===== src/rtl/axis_host_tx.sv =====
// axis_host_tx: packetizes a raw word stream into TDEST-tagged AXIS packets.
// Define AXIS_HOST_TX_STATS_EN to build the PKT_CNT/WORD_CNT counters.
module axis_host_tx #(
    parameter int DATAW = 32,
    parameter int IDW   = 32,
    parameter int USERW = 32,
    parameter int DESTW = 6,
    parameter int LENW  = 8
) (
    input  logic             CLK,
    input  logic             RST_N,
    input  logic             CMD_VALID,
    output logic             CMD_READY,
    input  logic [DESTW-1:0] CMD_DEST,
    input  logic [USERW-1:0] CMD_USER,
    input  logic [IDW-1:0]   CMD_ID,
    input  logic [LENW-1:0]  CMD_LEN,
    input  logic             DIN_VALID,
    output logic             DIN_READY,
    input  logic [DATAW-1:0] DIN_DATA,
    output logic             AXIS_M_TVALID,
    input  logic             AXIS_M_TREADY,
    output logic [DATAW-1:0] AXIS_M_TDATA,
    output logic             AXIS_M_TLAST,
    output logic [IDW-1:0]   AXIS_M_TID,
    output logic [USERW-1:0] AXIS_M_TUSER,
    output logic [DESTW-1:0] AXIS_M_TDEST,
    output logic             BUSY,
    output logic [15:0]      PKT_CNT,
    output logic [31:0]      WORD_CNT
);

    typedef enum logic {
        IDLE,
        SEND
    } state_t;

    state_t           state;
    logic             cmd_ready_q;
    logic [LENW-1:0]  remaining;
    logic [DESTW-1:0] hdr_dest;
    logic [USERW-1:0] hdr_user;
    logic [IDW-1:0]   hdr_id;

    logic             out_valid;
    logic [DATAW-1:0] out_data;
    logic             out_last;
    logic [IDW-1:0]   out_id;
    logic [USERW-1:0] out_user;
    logic [DESTW-1:0] out_dest;

    logic cmd_fire;
    logic din_fire;
    logic out_fire;
    logic last_word;

    assign cmd_fire  = CMD_VALID && cmd_ready_q;
    assign DIN_READY = (state == SEND) && (!out_valid || AXIS_M_TREADY);
    assign din_fire  = DIN_VALID && DIN_READY;
    assign out_fire  = out_valid && AXIS_M_TREADY;
    assign last_word = (remaining == '0);

    assign CMD_READY     = cmd_ready_q;
    assign AXIS_M_TVALID = out_valid;
    assign AXIS_M_TDATA  = out_data;
    assign AXIS_M_TLAST  = out_last;
    assign AXIS_M_TID    = out_id;
    assign AXIS_M_TUSER  = out_user;
    assign AXIS_M_TDEST  = out_dest;
    assign BUSY          = (state == SEND) || out_valid;

    // CMD_READY is registered so it stays low for one clock after reset
    always_ff @(posedge CLK or negedge RST_N) begin
        if (!RST_N) begin
            state       <= IDLE;
            cmd_ready_q <= 1'b0;
            remaining   <= '0;
            hdr_dest    <= '0;
            hdr_user    <= '0;
            hdr_id      <= '0;
        end else begin
            unique case (state)
                IDLE: begin
                    cmd_ready_q <= 1'b1;
                    if (cmd_fire) begin
                        hdr_dest    <= CMD_DEST;
                        hdr_user    <= CMD_USER;
                        hdr_id      <= CMD_ID;
                        remaining   <= CMD_LEN;
                        state       <= SEND;
                        cmd_ready_q <= 1'b0;
                    end
                end
                SEND: begin
                    if (din_fire) begin
                        if (last_word) begin
                            state       <= IDLE;
                            cmd_ready_q <= 1'b1;
                        end else begin
                            remaining <= remaining - 1'b1;
                        end
                    end
                end
                default: begin
                    state       <= IDLE;
                    cmd_ready_q <= 1'b0;
                end
            endcase
        end
    end

    // headers are copied per beat so a new command cannot disturb a stalled beat
    always_ff @(posedge CLK or negedge RST_N) begin
        if (!RST_N) begin
            out_valid <= 1'b0;
            out_data  <= '0;
            out_last  <= 1'b0;
            out_id    <= '0;
            out_user  <= '0;
            out_dest  <= '0;
        end else if (din_fire) begin
            out_valid <= 1'b1;
            out_data  <= DIN_DATA;
            out_last  <= last_word;
            out_id    <= hdr_id;
            out_user  <= hdr_user;
            out_dest  <= hdr_dest;
        end else if (out_fire) begin
            out_valid <= 1'b0;
        end
    end

`ifdef AXIS_HOST_TX_STATS_EN
    logic [15:0] pkt_cnt;
    logic [31:0] word_cnt;

    always_ff @(posedge CLK or negedge RST_N) begin
        if (!RST_N) begin
            pkt_cnt  <= '0;
            word_cnt <= '0;
        end else if (out_fire) begin
            word_cnt <= word_cnt + 32'd1;
            if (out_last) begin
                pkt_cnt <= pkt_cnt + 16'd1;
            end
        end
    end

    assign PKT_CNT  = pkt_cnt;
    assign WORD_CNT = word_cnt;
`else
    assign PKT_CNT  = '0;
    assign WORD_CNT = '0;
`endif

endmodule


===== config.mk =====
export PLATFORM = sky130hd
export DESIGN_NAME = axis_host_tx
export DESIGN_NICKNAME = d
export VERILOG_FILES = /design/src/rtl/axis_host_tx.sv
export SDC_FILE = /design/constraint.sdc
export NUM_CORES = 1
export LEC_CHECK = 0
export ABC_AREA = 1
export CELL_PAD_IN_SITES_DETAIL_PLACEMENT = 1
export CELL_PAD_IN_SITES_GLOBAL_PLACEMENT = 1
export CORE_UTILIZATION = 50
export DETAILED_ROUTE_END_ITERATION = 16
export DONT_BUFFER_PORTS = 1
export PLACE_DENSITY = 0.82
export SLEW_MARGIN = 20
export SYNTH_ARGS = -nofsm -noshare
export SYNTH_HDL_FRONTEND = slang
export SYNTH_SLANG_ARGS = --single-unit

===== constraint.sdc =====
create_clock -name CLK -period 3.38 [get_ports CLK]
set_input_delay 0.845 -clock CLK [delete_from_list [all_inputs] [get_ports CLK]]
set_output_delay 0.845 -clock CLK [all_outputs]
set_load 0.03 [all_outputs]

==> results_dict.tcl <==
set metrics [dict create \
    cp.required_ns 2.53 \
    via_per_inst 5.14 \
    hold_slack_ns 0.115 \
    clockRootBuffer "clkbuf_16" \
    nFillCells 1641 \
    drt_wl_total_um 17300 \
    cts_resized 0 \
    maxCapViolCount 0 \
    regArea_mm2 0.00460 \
    crit_type "register to primary output" \
    row_count 44 \
    cts_tree "done" \
    relSlewSlack 0.506 \
    vias 5020 \
    yosysWarnings 0 \
    fmax_mhz 391 \
    syn_to_final_growth_pct 7.20 \
    antenna_found_initial 1 \
    gr-usage-all-layers 0.237 \
    core_mm2 0.0146 \
    cts_made_buffers 17 \
    clkLatencyLatePin_ns 0.43 \
    cts_max_path_buffers 2 \
    cp-end-kind "primary output" \
    period_share 0.756 \
    setup_viol 0 \
    ir_drop_mv 0.453 \
    period_minus_slack_ns 2.56 \
    yosys.area.top_type_share 0.615 \
    cts_max_level 4 \
    antenna_left 0 \
    power_density_mw_per_mm2 1010 \
    die_height_um 124 \
    cts-hold-fix-buffers 0 \
    grt_pass1_wl_um 28700 \
    postCtsSetupRepairBufs 0 \
    syn_area_per_cell_um2 9.40 \
    port_buffers 0 \
    dp_hpwl_um 11400 \
    status "finished clean" \
    grt-ovfl-total 0 \
    grt_max_degree 185 \
    cts.clk_slew.worst_paths_ns 0.06 \
    hold_viol_final 0 \
    crit_fanout 15 \
    worstMarginPinSlew_ns 0.741 \
    start_util 0.513 \
    rsz0062_at_grt "false" \
    leakage_nw 4.18 \
    slew_violations 0 \
    hold_path.class "input pin to asynchronous set/reset pin" \
    final_net_count 897 \
    multi_input_area_mm2 0.00230 \
    drc 0 \
    wl_per_cell_um 17.7 \
    fp.dieArea_mm2 0.0155 \
    fin_tns_setup_ns 0 \
    synth_area_mm2 0.00749 \
    path_cells "inv_2 -> nor2_1" \
    gp_congestion 0.818 \
    arrival_ns 1.71 \
    clock-sinks 184 \
    drt_pass1_iterations 4 \
    skew_ns 0.00645 \
    io_pins 270 \
    die_x_um 124 \
    synth_area_leaders "dfrtp_1, nand2_1, buf_4" \
    first_iter_violations 278 \
    drive_gt1_frac 0.0758 \
    ys_types 22 \
    crit_slowest_cell "dfrtp_1" \
    synth_largest_area_cell "dfrtp_1" \
    cp-start-kind "register" \
    first_global_vias 5566 \
    syn_inst 796 \
    ys_seq_area_frac 0.615 \
    ys_ff_latch 184 \
    cp_slowest_stage_delay_ns 0.58 \
]
routing by layer:
metal / vias up / wire, µm / track usage
li1: 2347 / - / -
met1: 2449 / 6600 / 0.266
met2: 180 / 8880 / 0.406
met3: 44 / 1190 / 0.0752
met4: 0 / 618 / 0.116
met5: - / 0 / 0
worst paths after layout:
kind | start | endpoint | slack [ns] | cells after the start
worst max-delay path | state | DIN_READY | 0.82 | 2
worst min-delay path | RST_N | AXIS_M_TUSER[3] | 0.11 | 0
worst max register to register | state | hdr_id[19] | 1.22 | 5
worst min register to register | hdr_dest[4] | AXIS_M_TDEST[4] | 0.47 | 2
max in group asynchronous | RST_N | remaining[1] | 2.95 | 0
min in group CLK | hdr_dest[4] | AXIS_M_TDEST[4] | 0.47 | 2
registers in the layout, indices dropped and copies added (netlist names):
register	flops
AXIS_M_TVALID	1
AXIS_M_TID	32
hdr_dest	6
remaining	8
hdr_user	32
CMD_READY	1
state	1
AXIS_M_TLAST	1
AXIS_M_TUSER	32
AXIS_M_TDEST	6
AXIS_M_TDATA	32
hdr_id	32
where the power goes:
| group | switching [W] | leakage [nW] | internal [W] |
|---|---|---|---|
| sequential | 0.00156 | 2.16 | 0.00307 |
| combinational | 0.000890 | 1.72 | 0.000513 |
| clock | 0.000797 | 0.296 | 0.00124 |
| total | 0.00325 | 4.18 | 0.00482 |
layout make-up:
cell class / count / share of cell area
inverters: 60 / 0.0284
repair buffers: 3 / 0.00592
well taps: 184 / 0.0287
diodes: 1 / 0.000312
multi-input cells: 514 / 0.287
flip-flops and latches: 184 / 0.574
clock buffers: 24 / 0.0613
clock inverters: 7 / 0.0145
per-stage QoR:
step / area, µm² / setup slack, ns / cells / utilization / total power (W)
after CTS: 8020 / 0.794 / 976 / 0.550 / 0.00815
after global placement: 7410 / 1.20 / 945 / 0.508 / 0.00587
after floorplan: 7660 / 1.22 / 843 / - / 0.00561
after detailed placement: 7410 / 1.21 / 945 / 0.508 / 0.00606
after global routing: 8020 / 0.723 / 976 / 0.550 / 0.00854
final: 8030 / 0.824 / 977 / 0.550 / 0.00807
synthesized netlist by cell type, drive strengths merged:
library cell	count
mux2	23
nor2	62
a21oi	47
conb	1
o21ai	60
inv	60
ha	2
or2	1
nand3	13
nor3	1
clkbuf	11
nand4	1
buf	74
nand2	256
dfrtp	184
kinds of logic (layout without fill, tap and decap cells):
family                     Yosys count  count (layout)  synth area share
adders and majority gates            2               2           0.00334
muxes                               23              23            0.0346
DFF                                184             184             0.615
other                                1              49          0.000501
and+or+nand+nor                    334             334             0.173
AOI/OAI and AO/OA                  107             107            0.0715
buffers and inverters              145              94             0.102
critical path, delay by kind of cell, from the launching register on:
family	cells	cell delay, ns
buffers and inverters	1	0.22
and+or+nand+nor	1	0.48
DFF	1	0.58
layout by cell type, fill, tap and decap left out:
cell | Yosys | final
nor2_1 | 60 | 60
clkinvlp_4 | 0 | 1
clkinv_4 | 0 | 1
a21oi_1 | 47 | 47
nor3_4 | 1 | 1
o21ai_1 | 7 | 7
o21ai_0 | 53 | 53
clkbuf_1 | 11 | 3
conb_1 | 1 | 48
ha_1 | 2 | 2
inv_2 | 2 | 1
inv_4 | 0 | 1
diode_2 | 0 | 1
nand4_1 | 1 | 1
clkbuf_16 | 0 | 17
bufinv_16 | 0 | 3
mux2_1 | 1 | 1
nor2_2 | 2 | 2
buf_4 | 50 | 1
nand3_4 | 0 | 1
inv_1 | 58 | 58
dfrtp_1 | 184 | 184
or2_2 | 1 | 1
nand3_1 | 12 | 12
nand2_1 | 256 | 256
mux2_2 | 22 | 22
clkinv_2 | 0 | 2
clkbuf_8 | 0 | 4
buf_12 | 0 | 2
Power figures use the tool's default switching activity.
